File: src/rtl/conv_pkg.sv
// Shared definitions for the convolution sequencing controller.
// Contents:
//   state_t      - controller FSM states
//   CREDITS_DEF  - default depth of the issued-but-unreturned result window
//   NUM_PE, PIX_BITS, CH_PER_GROUP, WWORD_BITS - PE-array geometry
package conv_pkg;

  typedef enum logic [1:0] {
    IDLE  = 2'd0,
    RUN   = 2'd1,
    DRAIN = 2'd2,
    DONE  = 2'd3
  } state_t;

  localparam int CREDITS_DEF  = 4;
  localparam int NUM_PE       = 8;
  localparam int PIX_BITS     = 64;             // 8 int8 channels per pixel word
  localparam int CH_PER_GROUP = PIX_BITS / 8;
  localparam int WWORD_BITS   = 576;            // 8 PEs x 3x3 taps x int8

endpackage

File: src/rtl/conv_credit_cnt.sv
// Outstanding pixel-result counter with protocol error detection.
// Ports:
//   clk, rst      - clock, asynchronous active-low reset
//   clr           - job start: zero the counter and clear the error
//   inc           - a pixel's last input group was issued
//   dec           - a pixel result came back from the PE array
//   idle          - controller is idle (any return now is spurious)
//   outstanding   - results issued but not yet returned, 0..CREDITS
//   full          - outstanding has reached CREDITS
//   err           - sticky: return with nothing outstanding, or while idle
module conv_credit_cnt #(
  parameter int CREDITS = 4,
  parameter int CNT_W   = $clog2(CREDITS + 1)
) (
  input  logic             clk,
  input  logic             rst,
  input  logic             clr,
  input  logic             inc,
  input  logic             dec,
  input  logic             idle,
  output logic [CNT_W-1:0] outstanding,
  output logic             full,
  output logic             err
);

  // Simultaneous inc/dec cancel; the count clamps at both ends.
  function automatic logic [CNT_W-1:0] sat_step(input logic [CNT_W-1:0] cnt,
                                                input logic up, input logic down);
    logic [CNT_W-1:0] res;
    res = cnt;
    if (up && !down && cnt != CNT_W'(CREDITS)) res = cnt + CNT_W'(1);
    else if (!up && down && cnt != '0)         res = cnt - CNT_W'(1);
    return res;
  endfunction

  assign full = (outstanding == CNT_W'(CREDITS));

  always_ff @(posedge clk or negedge rst) begin
    if (!rst) begin
      outstanding <= '0;
      err         <= 1'b0;
    end else if (clr) begin
      outstanding <= '0;
      err         <= 1'b0;
    end else begin
      if (dec && (idle || outstanding == '0)) err <= 1'b1;
      outstanding <= sat_step(outstanding, inc, dec);
    end
  end

endmodule

File: src/rtl/conv_seq_ctrl.sv
// Sequencer for an 8-PE 3x3 convolution array. For each output pixel it
// walks the input-channel groups, presenting a weight address per group and
// flagging the last group, while limiting the number of pixels whose results
// have not yet come back from the PE array.
// Ports:
//   clk, rst                 - clock, asynchronous active-low reset
//   start                    - job start pulse (accepted only when idle)
//   cfg_ci_groups/num_pix/wbase - job configuration, latched on start
//   busy, done, err          - job active, completion pulse, sticky error
//   win_valid, win_ready     - window source handshake (ready is combinational)
//   w_addr, b_addr           - weight / bias memory addresses
//   pe_valid_in, pe_last_channel - PE array controls, one cycle after issue
//   pe_data_valid            - PE result returned
//   res_cnt                  - results returned in the current job
module conv_seq_ctrl
  import conv_pkg::*;
#(
  parameter int CI_W    = 10,
  parameter int PIX_W   = 16,
  parameter int WADDR_W = 12,
  parameter int CREDITS = CREDITS_DEF
) (
  input  logic               clk,
  input  logic               rst,
  input  logic               start,
  input  logic [CI_W-1:0]    cfg_ci_groups,
  input  logic [PIX_W-1:0]   cfg_num_pix,
  input  logic [WADDR_W-1:0] cfg_wbase,
  output logic               busy,
  output logic               done,
  output logic               err,
  input  logic               win_valid,
  output logic               win_ready,
  output logic [WADDR_W-1:0] w_addr,
  output logic [WADDR_W-1:0] b_addr,
  output logic               pe_valid_in,
  output logic               pe_last_channel,
  input  logic               pe_data_valid,
  output logic [PIX_W-1:0]   res_cnt
);

  localparam int CNT_W = $clog2(CREDITS + 1);

  state_t             state, state_nxt;
  logic [CI_W-1:0]    ci_groups_r, ci_cnt;
  logic [PIX_W-1:0]   num_pix_r, pix_cnt;
  logic [WADDR_W-1:0] wbase_r, w_addr_hold;
  logic [CNT_W-1:0]   outstanding;
  logic               credit_full, accept, issue, last_grp, last_pix;

  assign accept   = (state == IDLE) && start;
  assign last_grp = (ci_cnt == ci_groups_r - CI_W'(1));
  assign last_pix = (pix_cnt == num_pix_r - PIX_W'(1));

  always_comb begin
    state_nxt = state;
    issue     = 1'b0;
    busy      = 1'b0;
    done      = 1'b0;
    case (state)
      IDLE: begin
        if (start)
          state_nxt = (cfg_ci_groups == '0 || cfg_num_pix == '0) ? DONE : RUN;
      end
      RUN: begin
        busy = 1'b1;
        // Only the last group consumes a credit, so only it can stall.
        issue = win_valid && (!last_grp || !credit_full);
        if (issue && last_grp && last_pix) state_nxt = DRAIN;
      end
      DRAIN: begin
        busy = 1'b1;
        if (outstanding == '0 && !pe_valid_in) state_nxt = DONE;
      end
      DONE: begin
        done      = 1'b1;
        state_nxt = IDLE;
      end
      default: state_nxt = IDLE;
    endcase
  end

  assign win_ready = issue;
  // Address goes out in the issue cycle so the 1-cycle memory read lines up
  // with pe_valid_in; between issues the last address is held.
  assign w_addr    = issue ? (wbase_r + WADDR_W'(ci_cnt)) : w_addr_hold;
  assign b_addr    = wbase_r;

  always_ff @(posedge clk or negedge rst) begin
    if (!rst) begin
      state           <= IDLE;
      ci_groups_r     <= '0;
      num_pix_r       <= '0;
      wbase_r         <= '0;
      ci_cnt          <= '0;
      pix_cnt         <= '0;
      w_addr_hold     <= '0;
      res_cnt         <= '0;
      pe_valid_in     <= 1'b0;
      pe_last_channel <= 1'b0;
    end else begin
      state           <= state_nxt;
      pe_valid_in     <= issue;
      pe_last_channel <= issue && last_grp;
      if (accept) begin
        ci_groups_r <= cfg_ci_groups;
        num_pix_r   <= cfg_num_pix;
        wbase_r     <= cfg_wbase;
        ci_cnt      <= '0;
        pix_cnt     <= '0;
        res_cnt     <= '0;
      end
      if (issue) begin
        w_addr_hold <= w_addr;
        if (last_grp) begin
          ci_cnt  <= '0;
          pix_cnt <= pix_cnt + PIX_W'(1);
        end else begin
          ci_cnt  <= ci_cnt + CI_W'(1);
        end
      end
      if (pe_data_valid && busy) res_cnt <= res_cnt + PIX_W'(1);
    end
  end

  conv_credit_cnt #(
    .CREDITS (CREDITS),
    .CNT_W   (CNT_W)
  ) u_credit (
    .clk         (clk),
    .rst         (rst),
    .clr         (accept),
    .inc         (issue && last_grp),
    .dec         (pe_data_valid),
    .idle        (state == IDLE),
    .outstanding (outstanding),
    .full        (credit_full),
    .err         (err)
  );

endmodule

File: config.mk
export PLATFORM = sky130hd
export DESIGN_NAME = conv_seq_ctrl
export DESIGN_NICKNAME = d
export VERILOG_FILES = /design/src/rtl/conv_pkg.sv /design/src/rtl/conv_credit_cnt.sv /design/src/rtl/conv_seq_ctrl.sv
export SDC_FILE = /design/constraint.sdc
export NUM_CORES = 1
export LEC_CHECK = 0
export ABC_AREA = 1
export BUFFER_PORTS_ARGS = -buffer_cell sky130_fd_sc_hd__buf_2
export CORE_MARGIN = 2
export CORE_UTILIZATION = 34
export CTS_CLUSTER_DIAMETER = 150
export DETAILED_ROUTE_END_ITERATION = 10
export MAX_ROUTING_LAYER = met4
export PLACE_DENSITY = 0.5
export REMOVE_ABC_BUFFERS = 1
export SLEW_MARGIN = 20
export SYNTH_ARGS = -nofsm -noshare
export SYNTH_HDL_FRONTEND = slang
export SYNTH_SLANG_ARGS = --single-unit
export TNS_END_PERCENT = 5
File: constraint.sdc
create_clock -name clk -period 4.1 [get_ports clk]
set_input_delay 0.82 -clock clk [delete_from_list [all_inputs] [get_ports clk]]
set_output_delay 0.82 -clock clk [all_outputs]
set_load 0.005 [all_outputs]
# Yosys cells after proc, flatten, opt, wreduce, memory -nomap -nowiden
# Index checks and enable logic that the tools add are counted.
dict set report totals {
  reg_bits 100
  latch_bits 0
  ramBits 0
  mem_bits_ro 0
  inputBits 43
  output_inout_bits 46
  memories 0
}
dict set report classes {
  n_addsub 8
  multipliers 0
  div_mod_pow 0
  n_lt_le_gt_ge 0
  eq_ne 10
  n_shift 0
  mux 22
  n_bitwise 0
  reduce_logical 31
}
# cell count
set op_table {}
lappend op_table {{two-way mux 16 bit} 5}
lappend op_table {{adder 16 x 1 -> 16 bit, second input constant} 2}
lappend op_table {{two-way mux 10 bit} 3}
lappend op_table {{== test 16 bit} 1}
lappend op_table {{logical NOT 16 bit} 1}
lappend op_table {{subtractor 16 x 1 -> 16 bit, second input constant} 1}
lappend op_table {{adder 12 x 10 -> 12 bit} 1}
lappend op_table {{logical AND 1 bit} 12}
lappend op_table {{two-way mux 12 bit} 1}
lappend op_table {{adder 10 x 1 -> 10 bit, second input constant} 1}
lappend op_table {{== test 10 bit} 1}
lappend op_table {{logical NOT 10 bit} 1}
lappend op_table {{subtractor 10 x 1 -> 10 bit, second input constant} 1}
lappend op_table {{two-way mux 3 bit} 3}
lappend op_table {{two-way mux 2 bit} 4}
lappend op_table {{one-hot mux 2 bit (4 select lines)} 1}
lappend op_table {{!= test 2 bit, second input constant} 3}
lappend op_table {{nonzero test 2 bit} 3}
lappend op_table {{nonzero test 3 bit} 2}
lappend op_table {{logical NOT 1 bit} 5}
lappend op_table {{two-way mux 1 bit} 5}
lappend op_table {{== test 2 bit, second input constant} 2}
lappend op_table {{adder 3 x 1 -> 3 bit, second input constant} 1}
lappend op_table {{== test 3 bit, second input constant} 1}
lappend op_table {{other kinds (8)} 10}

# Depth between registers and ports, before layout
dict set report logic_depth {
  word_depth 13
  ltp_mapped 19
}

# Cells and area by module
# A second synthesis with hierarchy kept.
dict set report unflattened {
  cells_unflattened 902
  hier_area_um2 6413.7
}
# module instances cells_each area_per_inst_um2 seq_area_each_um2
set modules_own_cells {}
lappend modules_own_cells {conv_seq_ctrl 1 859 6112.1 2402.3}
lappend modules_own_cells {conv_credit_cnt 1 43 301.5 100.1}

# Least setup slack after synthesis
# OpenSTA, ideal clock, no wires.
dict set report synth_path {
  path_kind {reg-to-output}
  from {register ci_cnt[0]}
  to {output w_addr[10]}
  arrival_ps 2039
  path_slack_ps 1241
  stages_incl_launch_ff 11
  cell_sequence {dfrtp_1 ha_1 inv_1 fa_1 o21ai_0 nand2_1 o211ai_1 a21o_1 a21oi_1 xor2_1 o21ai_0}
}
dict set report synth_via {
  elab_chain_cells 6
  word_cells_on_any_way 7
  classes_between {add/sub (1); eq/ne (1); mux (2); reduce/logical (3)}
}
# item line_no
set synth_rtl {}
lappend synth_rtl {{start, declared} conv_seq_ctrl.sv:45} ;# logic [CI_W-1:0] ci_groups_r, ci_cnt;
lappend synth_rtl {{start signal, assigned} conv_seq_ctrl.sv:119} ;# ci_cnt <= ci_cnt + CI_W'(1);
lappend synth_rtl {{parallel branches: the longest is 5 deep, another holds adder 12 x 10 -> 12 bit} -}
lappend synth_rtl {{two-way mux 12 bit (*)} conv_seq_ctrl.sv:86} ;# assign w_addr = issue ? (wbase_r + WADDR_W'(ci_cnt)) : w_addr_hold;
lappend synth_rtl {{end, declared} conv_seq_ctrl.sv:34} ;# output logic [WADDR_W-1:0] w_addr,
# Mark *: on every way between the ends.

# Worst setup path in the final report
# Ends and elaborated chain as after synthesis.

==> metrics.md <==
| Metric | Value |
|---|---|
| VDD IR-drop max | 0.247 mV |
| Yosys warning total | 0 |
| Final Skew | 0.00757 ns |
| Skew-Pair Late Insertion Delay | 0.35 ns |
| WHS Endpoint | w_addr_hold[0]$_DFFE_PN0N_ |
| WL met1 | 7.99 mm |
| CP peak stage delay | 0.45 ns |
| Cell chain of the critical path | ha_1 -> inv_1 -> fa_1 -> o21ai_0 -> nand2_1 -> o211ai_1 -> a21o_1 -> a21oi_1 -> xor2_1 -> o21ai_0 -> buf_2 |
| Fin nets | 939 |
| Cells resized by post-CTS repair | 0 |
| Crit-path most repeated cell | o21ai_0 |
| Largest area contributor in the netlist | dfrtp_1 |
| Total track usage | 17.6% |
| Kind of cell adding the most delay to the critical path | compound AO/OA/AOI/OAI gates |
| Worst slew pin tran | 0.866 ns |
| Startpoint types | register |
| Share of layout cells above drive strength 1 | 14.0% |
| Top post-synthesis cells by area | dfrtp_1 42%, nand2_1 14%, inv_1 5.6% |
| Finished Core Util | roughly two fifths |
| Global-route wire length before repair | 25.0 mm |
| Worst rel slew slack | a little over two fifths |
| WP buf/inv | 2 |
| Die W | 136 µm |
| HP Class | reg2reg |
| Crit. End Element | output port |
| Num Clock Sinks | 100 |
| Full die area | between 15000 and 20000 µm² |
| Register-to-register setup slack | between 1 and 1.5 ns |
| Post-Syn Area | 5950 µm² |
| Io pins | 89 |
| Routed WL | 14.8 mm |
| Commonest non-fill, non-tap cell in the layout | nand2_1 |
| GRT overflow | 0 |
| Critical path class | reg2out |
| Register bit count reported by yosys | 100 |
| Maxcap violations | 0 |
| PD cells | 607 nW/µm² |
| Vias | 5143 |
| Hold path cells | 2 |
| Ant. Diodes | 0 |
| Initial antenna violation count | 0 |
| # rows | 48 |
| # DRC | 0 |
| Peak fanout along the critical path | 6 |
| Root buffer cell | clkbuf_16 |
| Clk buf depth | 2 |
| Worst path slowest cell | dfrtp_1 |
| Final setup fails | 0 |
| Non-filler cells, final | 1104 |
| Core Box Area | 17200 µm² |
| Pin count of the biggest net entering global routing | 64 |
| # placed instances | 1088 |
| 1st-iter DRT viols | roughly 270 |
| # port buffers | 88 |
| Worst EP arrival | 2.85 ns |
| Syn Area/Cell | 7.57 µm² |
| TritonCTS clock tree | yes |
| Clock transition at path regs | 0.07 ns |
| Final ANT Viol Nets | 0 |
| Unrepaired setup endpoints after global routing | no |
| Final TNS setup | 0 ns |
| Routed wl met2 | roughly 6.0 mm |
| Slew Viols, Final | 0 |
| R2R depth | 19 |
| CP required | around 3.3 ns |
| Area share of the leading cell type in the synthesized netlist | a little over two fifths |
| Leak Pwr | ~0.0035 µW |
| Status | finished clean |
| RD Place Congestion | 0.841 |
| Reg-to-reg startpoint | ci_groups_r[0]$_DFFE_PN0P_ |
| Vias in the first global route | 4944 |
| Wire per inst | 13.4 µm |
| Filler cells | 1834 |
| Initial core utilization | between 30% and 40% |
| TritonRoute pass-1 iters | 4 |
| CTS buffer count | 9 |
| Hold_buf cts | 0 |
| Fmax | 273 MHz |
| Most frequent cells in the layout | 220 x nand2_1, 100 x dfrtp_1, 89 x inv_1, 87 x buf_2, 71 x nor2_1 |
| Clock H-tree levels | 3 |
| Seq/Total Area, Yosys | 42.1% |
| Max Used Layer | met4 |
| Final Hold Viols | 0 |
| Cell count after synthesis | 785 |
| Tmin final | 3.67 ns |
| Dpl hpwl | 11.0 mm |
| Post-CTS Setup Inserts | 0 |
| Met3 wire len | 713 µm |
| Die height | 136 µm |
| Routed vias/inst | 4.66 |
| Hold Path Origin | w_addr_hold[0]$_DFFE_PN0N_ |
| Area delta synth->final | 16.4% |
| Final Cycle Share | about nine tenths |
| RR Endpoint | u_credit.outstanding[2]$_DFFE_PN0P_ |
| Netlist cell types | 37 |
-- worst max-delay path by stage --
| stage | from | endpoint | slack, ns | depth (start not counted) |
|---|---|---|---|---|
| floorplan | start | pix_cnt[2]$_DFF_PN0_ | 0.91 | 5 |
| global placement | ci_groups_r[0]$_DFFE_PN0P_ | w_addr[9] | 0.69 | 15 |
| detailed placement | ci_groups_r[0]$_DFFE_PN0P_ | w_addr[9] | 0.60 | 13 |
| CTS | ci_groups_r[0]$_DFFE_PN0P_ | w_addr[9] | 0.20 | 13 |
| global route | ci_groups_r[0]$_DFFE_PN0P_ | w_addr[11] | 0.15 | 16 |
| finish | ci_cnt[0]$_DFFE_PN0P_ | w_addr[10] | 0.43 | 11 |
-- cells in the mapped netlist --
cell        n
nand2_1   220
dfrtp_1   100
inv_1      89
nor2_1     71
o21ai_0    57
nand3_1    48
a21oi_1    35
xor2_1     31
ha_1       20
xnor2_1    16
nor3_1     14
nand4_1    13
o22ai_1    10
clkbuf_1    9
nor4_1      6
nor2_2      4
o21ai_1     4
buf_2       3
buf_6       3
mux2i_1     3
nand2_2     3
nand3b_1    3
a22oi_1     2
a31oi_1     2
clkinv_1    2
fa_1        2
inv_2       2
nand3_2     2
o31ai_1     2
or2_2       2
a21o_1      1
nand3b_2    1
nand4_4     1
nor2_4      1
nor3b_1     1
o211ai_1    1
o21a_1      1
-- metal layers --
| layer | global-route usage (%) | up-vias |
|---|---|---|
| li1 | - | 2719 |
| met4 | 3.47 | 0 |
| met1 | 25.5 | 2323 |
| met3 | 4.29 | 10 |
| met5 | - | - |
| met2 | 25.0 | 91 |
-- state kept, by name, indices dropped and copies added, names as in the netlist --
register	flops
ci_groups_r	10
ci_cnt	10
pe_valid_in	1
u_credit.err	1
num_pix_r	16
b_addr	12
u_credit.outstanding	3
res_cnt	16
pe_last_channel	1
w_addr_hold	12
pix_cnt	16
state	2
-- metrics by stage --
step | power (µW) | area [µm²] | hold slack, ns | setup WS (ns)
3_3_place_gp | 3380 | 6630 | 0.455 | 0.687
3_5_place_dp | 3380 | 6630 | 0.464 | 0.598
5_1_grt | 4630 | 6920 | 0.498 | 0.152
2_1_floorplan | 2790 | 5860 | 0.443 | 0.912
6_report | 4200 | 6920 | 0.479 | 0.432
4_1_cts | 4260 | 6910 | 0.479 | 0.197
-- where the power goes --
| group | internal (µW) | switching [µW] | total (µW) | leakage, µW |
|---|---|---|---|---|
| logic | 704 | 1120 | 1830 | 0.00204 |
| clock network | 471 | 378 | 849 | 0.000139 |
| registers | 1270 | 255 | 1530 | 0.00131 |
-- worst min-delay path: stages (launching register included) --
cell	delay (ns)
dfrtp_1	0.32
nand2_1	0.07
nand2_1	0.06
-- logic make-up after synthesis --
| group | synth area share [%] |
|---|---|
| muxes | 0.505 |
| xor gates and xnor gates | 6.92 |
| buffers and inverters | 7.26 |
| AOI/OAI and AO/OA | 10.2 |
| adders and majority gates | 4.88 |
| and+or+nand+nor | 28.1 |
| DFF | 42.1 |
-- final cells by class --
class,count,area (µm²),area share (%)
multi-input cells,577,3020,43.6
flip-flops and latches,100,2500,36.2
repair buffers,93,480,6.95
inverters,93,349,5.05
well taps,225,282,4.07
clock buffers,11,233,3.36
clock inverters,5,52.6,0.760
No activity file was read; power rests on OpenSTA's default activity.
